==> config.mk <==
export PLATFORM = sky130hd
export DESIGN_NAME = seg_scan_display
export DESIGN_NICKNAME = d
export VERILOG_FILES = /design/src/rtl/seg_scan_display.sv
export SDC_FILE = /design/constraint.sdc
export NUM_CORES = 1
export LEC_CHECK = 0
export ABC_AREA = 1
export ABC_CLOCK_PERIOD_IN_PS = 2200
export BUFFER_PORTS_ARGS = -buffer_cell sky130_fd_sc_hd__buf_2
export CAP_MARGIN = 10
export CORE_ASPECT_RATIO = 0.6
export CORE_MARGIN = 10
export CORE_UTILIZATION = 50
export CTS_BUF_LIST = sky130_fd_sc_hd__clkbuf_16
export CTS_CLUSTER_DIAMETER = 100
export CTS_CLUSTER_SIZE = 20
export DETAILED_ROUTE_END_ITERATION = 6
export PLACE_DENSITY = 0.69
export SYNTH_ARGS = -nofsm -noshare
export SYNTH_HDL_FRONTEND = slang
export SYNTH_SLANG_ARGS = --single-unit
==> constraint.sdc <==
create_clock -name clk -period 2.2 [get_ports clk]
set_input_delay 0.33 -clock clk [delete_from_list [all_inputs] [get_ports clk]]
set_output_delay 0.33 -clock clk [all_outputs]
set_load 0.02 [all_outputs]
==> src/rtl/seg_scan_display.sv <==
// 6-digit common-anode 7-segment scanner: clamps and converts the binary display word to BCD
// with a sequential double-dabble engine, then drives one digit slot at a time.
module seg_scan_display #(
  parameter int SCAN_DIV = 50000,
  parameter int DIGITS   = 6
) (
  input  logic        clk,
  input  logic        rst,
  input  logic [19:0] data,
  input  logic [5:0]  point,
  input  logic        en,
  input  logic        sign,
  output logic [5:0]  seg_sel,
  output logic [7:0]  seg_led
);

  localparam int          CW      = (SCAN_DIV > 1) ? $clog2(SCAN_DIV) : 1;
  localparam logic [CW-1:0] CNT_TC = CW'(SCAN_DIV - 1);
  localparam logic [2:0]  IDX_LAST = 3'(DIGITS - 1);
  localparam logic [19:0] VAL_MAX  = 20'd999999;

  localparam logic [1:0] S_IDLE  = 2'd0;
  localparam logic [1:0] S_SHIFT = 2'd1;
  localparam logic [1:0] S_LOAD  = 2'd2;

  logic [1:0]    state;
  logic [4:0]    step;
  logic [19:0]   bin;
  logic [23:0]   bcd;
  logic [23:0]   bcd_adj;
  logic [5:0]    pt_s;
  logic          en_s;
  logic          sign_s;

  logic [23:0]   disp_bcd;
  logic [5:0]    disp_pt;
  logic          disp_en;
  logic          disp_sign;
  logic          loaded;

  logic [CW-1:0] scan_cnt;
  logic [2:0]    idx;

  logic [2:0]    msd;
  logic [3:0]    nib;
  logic [7:0]    code_nxt;
  logic [5:0]    sel_nxt;

  function automatic logic [7:0] seg7(input logic [3:0] n);
    case (n)
      4'd0:    seg7 = 8'hC0;
      4'd1:    seg7 = 8'hF9;
      4'd2:    seg7 = 8'hA4;
      4'd3:    seg7 = 8'hB0;
      4'd4:    seg7 = 8'h99;
      4'd5:    seg7 = 8'h92;
      4'd6:    seg7 = 8'h82;
      4'd7:    seg7 = 8'hF8;
      4'd8:    seg7 = 8'h80;
      4'd9:    seg7 = 8'h90;
      default: seg7 = 8'hFF;
    endcase
  endfunction

  // Add-3 correction applied to every nibble before the shift
  always_comb begin
    bcd_adj = bcd;
    for (int i = 0; i < 6; i++)
      if (bcd[4*i +: 4] >= 4'd5) bcd_adj[4*i +: 4] = bcd[4*i +: 4] + 4'd3;
  end

  always_ff @(posedge clk) begin
    if (rst) begin
      state     <= S_IDLE;
      step      <= '0;
      bin       <= '0;
      bcd       <= '0;
      pt_s      <= '0;
      en_s      <= 1'b0;
      sign_s    <= 1'b0;
      disp_bcd  <= '0;
      disp_pt   <= '0;
      disp_en   <= 1'b0;
      disp_sign <= 1'b0;
      loaded    <= 1'b0;
    end else begin
      case (state)
        S_IDLE: begin
          bin    <= (data > VAL_MAX) ? VAL_MAX : data;
          bcd    <= '0;
          pt_s   <= point;
          en_s   <= en;
          sign_s <= sign;
          step   <= '0;
          state  <= S_SHIFT;
        end
        S_SHIFT: begin
          bcd  <= {bcd_adj[22:0], bin[19]};
          bin  <= {bin[18:0], 1'b0};
          step <= step + 5'd1;
          if (step == 5'd19) state <= S_LOAD;
        end
        S_LOAD: begin
          disp_bcd  <= bcd;
          disp_pt   <= pt_s;
          disp_en   <= en_s;
          disp_sign <= sign_s;
          loaded    <= 1'b1;
          state     <= S_IDLE;
        end
        default: state <= S_IDLE;
      endcase
    end
  end

  always_ff @(posedge clk) begin
    if (rst) begin
      scan_cnt <= '0;
      idx      <= '0;
    end else if (scan_cnt == CNT_TC) begin
      scan_cnt <= '0;
      idx      <= (idx == IDX_LAST) ? 3'd0 : idx + 3'd1;
    end else begin
      scan_cnt <= scan_cnt + 1'b1;
    end
  end

  // A set point bit counts as significant so that e.g. 0.05 keeps its leading zeros
  always_comb begin
    msd = 3'd0;
    for (int i = 1; i < 6; i++)
      if (disp_bcd[4*i +: 4] != 4'd0 || disp_pt[i]) msd = 3'(i);
  end

  always_comb begin
    nib      = disp_bcd[{idx, 2'b00} +: 4];
    code_nxt = 8'hFF;
    if (disp_en) begin
      if (idx <= msd) begin
        code_nxt = seg7(nib);
        if (disp_pt[idx]) code_nxt[7] = 1'b0;
      end else if (disp_sign && idx == msd + 3'd1) begin
        code_nxt = 8'hBF;
      end
    end
    sel_nxt = loaded ? ~(6'b1 << idx) : 6'h3F;
  end

  always_ff @(posedge clk) begin
    if (rst) begin
      seg_sel <= 6'h3F;
      seg_led <= 8'hFF;
    end else begin
      seg_sel <= sel_nxt;
      seg_led <= loaded ? code_nxt : 8'hFF;
    end
  end

endmodule
==> out/qor.yml, run 1 <==
cts:
  cts_tree: "done"
  cts_root_buf: "clkbuf_16"
  clock_latency_ns: 0.42
  h-tree-depth: 4
  cts_buffers: 17
  clock-sinks: 125
  cts.clk_slew.worst_paths_ns: 0.06
  ctsLongestPathBuffers: 2
critical_path:
  cp-end-kind: "flip-flop"
  cp_cell_sequence: "or2_2, o41ai_2, nand2_1, nand2_1, nand2_1, ha_1, nand3b_1, nor4_2, nand3_1, nand2_1, nand2_1"
  worstSetupStartpointType: "flip-flop"
  cp_data_arrival_time_ns: 2.39
  crit_top_cell: "nand2_1"
  path_class: "reg2reg"
  path_max_fanout: 2
  critPathSlowestCell: "dfxtp_1"
  cp.required_ns: 2.51
  slowest_delay_ns: 0.31
  r2r_slack_ns: 0.12
placement:
  numPortBuffers: 43
  placed_cells: 972
  place_hpwl_mm: 11.11
  gp_congestion: 0.9809
  post_dp_cell_area_um2: 6233
logic_synthesis:
  syn_nets: 835
  synth_cell_types: 47
  synth_top_area_cell: "dfxtp_1"
  synth.most_common_cell: "dfxtp_1"
  synth_top_area_share_pct: 42.94
  yosys_warnings: 0
  synth.avg_cell_area_um2: 7.462
  ys_seq_area_share_pct: 42.94
  synth.top_cells.by_count: "dfxtp_1 (125), nand2_1 (122), inv_1 (108), nor2_1 (103), o21ai_0 (61)"
  yosys-top-cells-area: "dfxtp_1 (43%), nand2_1 (7.9%), inv_1 (7.0%), nor2_1 (6.6%), o21ai_0 (5.2%)"
  synth_edf_count: 0
  ys_async_sr_fraction_pct: 0
  synth_flop_cell: "dfxtp_1"
  netlist_area_um2: 5828
  ys_seq_elements: 125
  syn-instance-count: 781
grt:
  antenna_found_initial: 0
  grt_pass1_vias: 4915
  grt_max_degree: 31
  grt_pass1_wl_mm: 24.56
  globalRouteTotalUtil_pct: 17.98
  gr-total-overflow: 0
timing:
  tns_ns: 0
  timing.final.crit_share_pct: 94.53
  slew-limit-headroom_pct: 56.99
  hold_viol_final: 0
  hold_slack_ns: 0.1313
  maxSlewViolCount: 0
  setup_viol: 0
  fmax_ghz: 0.4808
  final.min_clock_period_ns: 2.080
  clock-skew-final_ns: 0.008059
  tightest_slew_ns: 0.6444
power:
  power_switching_share_pct: 22.29
  p_leak_nw: 2.752
  ir_worst_vdd_mv: 0.5623
  switching_power_mw: 1.187
  seq_power_share_pct: 43.8
  combPwrFrac_pct: 4.2
  p_per_area_nw_per_um2: 774.0
  p_int_mw: 4.139
  p_clk_share_pct: 52.1
final_layout:
  seq_area_um2: 2505
  diodes: 0
  design_area_um2: 6880
  fillers: 1000
  nets: 886
  stdcell_count: 1005
  syn2layout_area_growth_pct: 18.05
  drive_gt1_share_pct: 15.38
  multi_input_area_um2: 2811
route:
  drc: 0
  detail_route.wl_per_cell_um: 15.05
  drtPass1Iterations: 5
  drt-initial-drc-count: 480
  routed_wl_mm: 15.13
  num_vias: 5326
  antenna_left: 0
  viasPerCell: 5.300
min_path:
  min_path_type: "in2reg"
floorplanning:
  fp-row-count: 30
  start_util_pct: 51.41
  core_um2: 11340
  io_pins: 44
  dieArea_um2: 16520
  die_h_um: 103.6
  die_w_um: 159.4
status:
  outcome: "completed"
run:
  drv_cap: 0
-- critical path: cells and delay by family, from the launching register on --
family | cells | cell delay, ns
adder cells (fa/ha/maj) | 1 | 0.31
AND/OR/NAND/NOR | 9 | 1.13
flip-flops | 1 | 0.31
AO/OA/AOI/OAI | 1 | 0.23
-- layout make-up --
type                            instances  share of cell area (%)
Multi-Input combinational cell        510                   40.86
Sequential cell                       125                   36.41
Inverter                              120                   6.601
Clock buffer                           17                   6.183
Timing Repair Buffer                   58                   4.764
Tap cell                              160                   2.910
Clock inverter                         15                   2.273
-- layer usage --
layer | track usage [%] | part of all wire [%]
met1 | 26.28 | 52
met2 | 23.87 | 39
met3 | 5.771 | 8.5
met4 | 5.995 | 1.1
met5 | 0 | 0
-- cells in the final DEF, fill, tap and decap left out, types with 2 or more instances in the layout --
cell type and n:
dfxtp_1 123, nand2_1 122, inv_1 110, nor2_1 102
o21ai_0 61, buf_2 43, a21oi_1 41, o22ai_1 27
nand3_1 25, ha_1 24, clkbuf_16 17, a211oi_1 16
buf_4 15, nor3_1 9, o32ai_1 9, inv_2 7
xor2_1 7, clkinv_1 6, a21oi_2 5, nor2_2 5
nor2_4 4, or2_2 4, o211ai_1 4, nand4_1 4
nor3b_1 4, nand2_4 4, clkinv_2 4, nand3b_1 3
or2_0 3, a22oi_1 3, bufinv_16 3, nand2_2 2
nor3_2 2, a32o_1 2, nand3_2 2, clkinv_4 2
clkinvlp_4 2, dfxtp_2 2
-- logic make-up after synthesis --
family          after synthesis  share of synthesized area (%)
buf+inv                     146                          9.768
xor+xnor                      8                          1.202
fa+ha+maj                    24                          5.152
flops                       125                          42.94
compound gates              178                          18.31
simple gates                300                          22.63
-- path summary, 6_finish.rpt --
path / end / cells past startpoint / startpoint
setup / recovery: seg_led[6] / 11 / disp_pt[1]
hold / removal: pt_s[4] / 3 / point[4]
setup reg to reg: seg_led[6] / 11 / disp_pt[1]
hold reg to reg: scan_cnt[0] / 1 / scan_cnt[0]
-- power groups by stage --
stage / sequential (mW) / combinational (mW) / clock, mW
6_report: 2.33 / 0.222 / 2.77
5_1_grt: 2.33 / 0.244 / 2.89
4_1_cts: 2.33 / 0.216 / 2.81
3_5_place_dp: 2.38 / 0.215 / 0
3_3_place_gp: 2.38 / 0.207 / 0
2_1_floorplan: 2.37 / 0.136 / 0
-- timing repair --
action                                  CTS  global route
setup buffers                             0             1
pin swaps                                 0             1
gates resized for setup                   1            13
hold buffers                              0             0
endpoints found under the setup margin    5             8
-- sequential cells by signal, indices dropped and copies added, names as in the netlist --
name       flops
scan_cnt      16
state          2
loaded         1
en_s           1
idx            3
step           5
pt_s           6
bin           20
seg_sel        6
disp_pt        6
seg_led        8
disp_sign      1
sign_s         1
bcd           24
disp_bcd      24
disp_en        1
-- through the flow --
step / setup WS, ns / utilization, % / power, mW
5_1_grt: -0.01714 / 60.70 / 5.471
2_1_floorplan: 0.2153 / - / 2.510
3_5_place_dp: -0.01470 / 54.99 / 2.594
3_3_place_gp: 0.08464 / 54.99 / 2.585
4_1_cts: 0.03673 / 60.17 / 5.357
6_report: 0.1202 / 60.70 / 5.326
Power figures use the tool's default switching activity.
==> inputs of run 2 (changes only) <==
--- a/config.mk
+++ b/config.mk
@@ -6,7 +6,7 @@
 export NUM_CORES = 1
 export LEC_CHECK = 0
 export ABC_AREA = 1
-export ABC_CLOCK_PERIOD_IN_PS = 2200
+export ABC_CLOCK_PERIOD_IN_PS = 1800
 export BUFFER_PORTS_ARGS = -buffer_cell sky130_fd_sc_hd__buf_2
 export CAP_MARGIN = 10
 export CORE_ASPECT_RATIO = 0.6
@@ -16,7 +16,7 @@
 export CTS_CLUSTER_DIAMETER = 100
 export CTS_CLUSTER_SIZE = 20
 export DETAILED_ROUTE_END_ITERATION = 6
-export PLACE_DENSITY = 0.69
+export PLACE_DENSITY = 0.72
 export SYNTH_ARGS = -nofsm -noshare
 export SYNTH_HDL_FRONTEND = slang
 export SYNTH_SLANG_ARGS = --single-unit
==> constraint.sdc (replaced) <==
create_clock -name clk -period 1.8 [get_ports clk]
set_input_delay 0.27 -clock clk [delete_from_list [all_inputs] [get_ports clk]]
set_output_delay 0.27 -clock clk [all_outputs]
set_load 0.02 [all_outputs]
==> out/qor.yml, run 2 (synthesis gave the netlist of run 1 again) <==
status:
  outcome: "finished, violations left"
  violations: "negative setup slack"
timing:
  grt_setup_unrepaired: "yes"
  hold_viol_final: 0  # unchanged
  tightest_slew_ns: 0.4986  # -0.1458 ns
  setup_viol: 8  # +8
  maxSlewViolCount: 0  # unchanged
  fin_ws_ns: -0.1896  # -0.3098 ns
  hold_slack_ns: 0.09252  # -0.03879 ns
  fmax_ghz: 0.5026  # +4.5%
  tns_ns: -1.375  # -1.375 ns
  slew-limit-headroom_pct: 66.72  # +9.7 points
  timing.final.crit_share_pct: 110.5  # +16 points
  final.min_clock_period_ns: 1.990  # -0.09018 ns
  clock-skew-final_ns: 0.007884  # -0.0001754 ns
power:
  ir_worst_vdd_mv: 0.6891  # +23%
  seq_power_share_pct: 44.8  # +1.0 points
  switching_power_mw: 1.435  # +21%
  p_clk_share_pct: 51.0  # -1.1 points
  p_leak_nw: 2.937  # +6.7%
  power_switching_share_pct: 22.57  # +0.28 points
  p_int_mw: 4.924  # +19%
  combPwrFrac_pct: 4.2  # about the same
  p_per_area_nw_per_um2: 877.8  # +13%
route:
  drtPass1Iterations: 5  # unchanged
  drt-initial-drc-count: 588  # +23%
  antenna_left: 0  # unchanged
  detail_route.wl_per_cell_um: 14.86  # -1.3%
  routed_wl_mm: 15.50  # +2.4%
  drc: 0  # unchanged
  viasPerCell: 5.270  # -0.55%
  num_vias: 5497  # +3.2%
min_path:
  min_path_type: "in2reg"
final_layout:
  syn2layout_area_growth_pct: 24.30
  diodes: 0  # unchanged
  final_cell_mix: "nand2_1 (120), dfxtp_1 (120), inv_1 (106), nor2_1 (102), o21ai_0 (60)"
  post-route-util_pct: 63.91  # +3.2 points
  stdcell_count: 1043  # +3.8%
  nets: 924  # +4.3%
  drive_gt1_share_pct: 20.16  # +4.8 points
  top_regs: "bcd: 24 flops, disp_bcd: 24 flops, bin: 20 flops"
critical_path:
  slowest_delay_ns: 0.34  # +0.03 ns
  cp-end-kind: "flip-flop"
  cp_cell_sequence: "nor3_4, nor3b_4, buf_4, a21oi_4, inv_2, ha_4, nand3b_1, a32o_2, nand3_4, nor2_4, nand2_1"
  crit_buf_inv: 2  # +2
  cp_data_arrival_time_ns: 2.29  # -0.10 ns
  path_class: "reg2reg"
  worstSetupStartpointType: "flip-flop"
  critPathSlowestCell: "dfxtp_2"
  path_max_fanout: 5  # +3
  crit_family: "simple AND/OR/NAND/NOR gates"
  cp.required_ns: 2.10  # -0.41 ns
run:
  drv_cap: 0  # unchanged
placement:
  gp_congestion: 0.9240  # -5.8%
  numPortBuffers: 43  # unchanged
  place_hpwl_mm: 11.30  # +1.7%
  dp_slack_ns: -0.2382  # -0.2235 ns
  placed_cells: 1008  # +3.7%
floorplanning:
  die_w_um: 159.4  # unchanged
  fp-row-count: 30  # unchanged
  core_um2: 11340  # unchanged
  start_util_pct: 51.41  # unchanged
  io_pins: 44  # unchanged
  dieArea_um2: 16520  # unchanged
  die_h_um: 103.6  # unchanged
cts:
  cts_buffers: 17  # unchanged
  clock_latency_ns: 0.41  # about the same
  ctsLongestPathBuffers: 2  # unchanged
  cts_tree: "done"
  clock-sinks: 125  # unchanged
  cts.clk_slew.worst_paths_ns: 0.06  # about the same
  cts_root_buf: "clkbuf_16"
  h-tree-depth: 4  # unchanged
grt:
  gr-total-overflow: 0  # unchanged
  grt_pass1_vias: 5279  # +7.4%
  globalRouteTotalUtil_pct: 18.54  # +0.57 points
  grt_max_degree: 27  # -13%
  antenna_found_initial: 0  # unchanged
  grt_pass1_wl_mm: 25.80  # +5.1%
[run 2: cell count changes in the layout (fill, tap and decap cells not counted), moves of 3 or more]
cell	previous run	this run
inv_1	110	106
ha_1	24	21
dfxtp_2	2	5
buf_4	15	50
dfxtp_1	123	120
ha_4	0	3
[run 2: repair_timing]
| action | 4_1_cts | 5_1_grt |
|---|---|---|
| hold buffers | 0 | 0 |
| resized for setup | 13 | 8 |
| setup endpoints to repair | 8 | 15 |
| gates cloned | 0 | 1 |
| pin swaps | 12 | 6 |
| setup buffers | 0 | 2 |
[run 2: metal layers]
metal	wire (um)	vias to the layer above	track usage (%)
li1	-	2754	-
met1	7874	2546	27.07
met2	6394	186	26.37
met3	1120	11	4.506
met4	106	0	4.875
met5	0	-	0
[run 2: layout make-up]
cell class / count / area [um2]
Timing Repair Buffer: 95 / 630.6
Clock inverter: 15 / 131.4
Tap cell: 160 / 200.2
Clock buffer: 17 / 425.4
Fill cell: 970 / 4091
Multi-Input combinational cell: 510 / 2883
Timing Repair inverter: 1 / 7.507
Sequential cell: 125 / 2509
Inverter: 120 / 457.9
[run 2: worst paths after layout]
path	start	to	depth (start not counted)	slack [ns]
max reg2reg	disp_bcd[13]	seg_led[1]	11	-0.19
min reg2reg	scan_cnt[0]	scan_cnt[0]	1	0.45
min	en	en_s	3	0.09
max	disp_bcd[13]	seg_led[1]	11	-0.19
[run 2: through the flow]
step	cell area, um2	total power, mW
after floorplan	5873	3.068
after global placement	6574	3.158
after detailed placement	6574	3.173
after CTS	7199	6.378
after global routing	7244	6.565
final	7244	6.359
[run 2: worst min-delay path, delay by kind of cell]
kind          cells  cell delay, ns
buf+inv           1            0.08
simple gates      2            0.12
[run 2: power groups by stage]
| stage | combinational [mW] | clock, mW | sequential (mW) |
|---|---|---|---|
| floorplan | 0.166 | 0 | 2.90 |
| global placement | 0.252 | 0 | 2.91 |
| detailed placement | 0.264 | 0 | 2.91 |
| CTS | 0.265 | 3.26 | 2.85 |
| global route | 0.301 | 3.41 | 2.85 |
| finish | 0.269 | 3.24 | 2.85 |
==> inputs of run 3 (changes only) <==
--- a/config.mk
+++ b/config.mk
@@ -16,6 +16,7 @@
 export CTS_CLUSTER_DIAMETER = 100
 export CTS_CLUSTER_SIZE = 20
 export DETAILED_ROUTE_END_ITERATION = 6
+export MAX_ROUTING_LAYER = met4
 export PLACE_DENSITY = 0.72
 export SYNTH_ARGS = -nofsm -noshare
 export SYNTH_HDL_FRONTEND = slang
==> out/qor.yml, run 3 (synthesis gave the netlist of run 1 again) <==
cts:
  cts_buffers: 17  # unchanged
  clock_latency_ns: 0.41  # about the same
  cts_root_buf: "clkbuf_16"
  clock-sinks: 125  # unchanged
  cts_hold_buf: 0  # unchanged
  cts_tree: "done"
  h-tree-depth: 4  # unchanged
  cts.clk_slew.worst_paths_ns: 0.06  # about the same
  ctsLongestPathBuffers: 2  # unchanged
grt:
  grt_max_degree: 27  # unchanged
  grt_pass1_vias: 5278  # -0.019%
  gr-total-overflow: 0  # unchanged
  grt_pass1_wl_mm: 25.81  # about the same
  antenna_found_initial: 0  # unchanged
  globalRouteTotalUtil_pct: 19.08  # +0.53 points
final_layout:
  drive_gt1_share_pct: 20.16  # unchanged
  diodes: 0  # unchanged
  syn2layout_area_growth_pct: 24.30  # unchanged
  nets: 924  # unchanged
  final_cell_mix: "nand2_1 (120), dfxtp_1 (120), inv_1 (106), nor2_1 (102), o21ai_0 (60)"
  top_regs: "bcd: 24 flops, disp_bcd: 24 flops, bin: 20 flops"
  design_area_um2: 7244  # unchanged
  post-route-util_pct: 63.91  # unchanged
timing:
  grt_setup_unrepaired: "yes"
  maxSlewViolCount: 0  # unchanged
  fin_ws_ns: -0.1798  # +0.009746 ns
  clock-skew-final_ns: 0.007780  # -0.0001038 ns
  timing.final.crit_share_pct: 110.0  # -0.54 points
  fmax_ghz: 0.5051  # +0.49%
  setup_viol: 8  # unchanged
  tns_ns: -1.296  # +0.07880 ns
  hold_slack_ns: 0.08878  # -0.003741 ns
  hold_viol_final: 0  # unchanged
  tightest_slew_ns: 0.4902  # -0.008411 ns
  final.min_clock_period_ns: 1.980  # -0.009746 ns
  slew-limit-headroom_pct: 67.29  # +0.56 points
floorplanning:
  die_w_um: 159.4  # unchanged
  start_util_pct: 51.41  # unchanged
  core_um2: 11340  # unchanged
  dieArea_um2: 16520  # unchanged
  fp-row-count: 30  # unchanged
  die_h_um: 103.6  # unchanged
  io_pins: 44  # unchanged
route:
  drc: 0  # unchanged
  detail_route.wl_per_cell_um: 14.88  # +0.17%
  routed_wl_mm: 15.52  # +0.17%
  num_vias: 5496  # -0.018%
  viasPerCell: 5.269  # about the same
  drt-initial-drc-count: 592  # +0.68%
  antenna_left: 0  # unchanged
  drtPass1Iterations: 5  # unchanged
placement:
  gp_congestion: 0.9402  # +1.8%
  place_hpwl_mm: 11.30  # unchanged
  post_dp_cell_area_um2: 6574  # unchanged
  numPortBuffers: 43  # unchanged
critical_path:
  reg2reg_depth: 11  # unchanged
  cp_data_arrival_time_ns: 2.28  # about the same
  cp-end-kind: "flip-flop"
  cp.required_ns: 2.10  # about the same
  path_max_fanout: 5  # unchanged
  path_class: "reg2reg"
  worstSetupStartpointType: "flip-flop"
power:
  p_leak_nw: 2.937  # unchanged
  p_per_area_nw_per_um2: 877.9  # about the same
  ir_worst_vdd_mv: 0.6961  # +1.0%
status:
  outcome: "finished, violations left"
  violations: "negative setup slack"
min_path:
  min_path_type: "in2reg"
  whs_path_depth: 3  # unchanged
run:
  drv_cap: 0  # unchanged
run 3: cell counts in the layout (fill, tap and decap cells not counted):
Identical to the previous run, type by type.
run 3: worst paths after layout:
check          startpoint           to  slack [ns]
min reg2reg   scan_cnt[0]  scan_cnt[0]        0.45
max reg2reg  disp_bcd[13]   seg_led[1]       -0.18
max          disp_bcd[13]   seg_led[1]       -0.18
min                    en         en_s        0.09
run 3: power by group:
| part | total (mW) | internal, mW | switching (mW) |
|---|---|---|---|
| Clock | 3.24 | 2.00 | 1.24 |
| Sequential | 2.85 | 2.83 | 0.0245 |
| Combinational | 0.268 | 0.0968 | 0.171 |
run 3: metal layers:
layer	vias up	wire length (um)	global-route usage [%]	share of wire, %
li1	2756	-	-	-
met1	2529	8008	27.17	52
met2	195	6382	26.37	41
met3	16	1009	4.387	6.5
met4	0	123	4.875	0.79
met5	-	0	-	0
run 3: cell type report:
cell class / count / area, um2
clock buffer: 17 / 425.4
clock inverter: 15 / 131.4
fill: 970 / 4091
inverter: 120 / 457.9
multi-input combinational: 510 / 2883
sequential: 125 / 2509
tap: 160 / 200.2
timing repair buffer: 95 / 630.6
timing repair inverter: 1 / 7.507
run 3: stage by stage:
stage	instances	power (mW)	setup slack [ns]
after detailed placement	1008	3.173	-0.2382
after global placement	1008	3.158	-0.1501
after floorplan	781	3.068	0.02930
after global routing	1043	6.566	-0.3441
final	1043	6.360	-0.1798
after CTS	1040	6.378	-0.1900
run 3: worst max-delay path: stages (launching register included):
cell and delay [ns]:
dfxtp_2 0.34, nor3_4 0.23, nor3b_4 0.23, buf_4 0.15
a21oi_4 0.07, inv_2 0.07, ha_4 0.19, nand3b_1 0.10
a32o_2 0.18, nand3_4 0.10, nor2_4 0.13, nand2_1 0.07
run 3: timing repair:
item,in CTS,in global routing
setup buffers,0,2
pin swaps,12,6
hold endpoints to repair,0,0
gates resized for setup,13,8
cloned,0,1
endpoints found under the setup margin,8,15
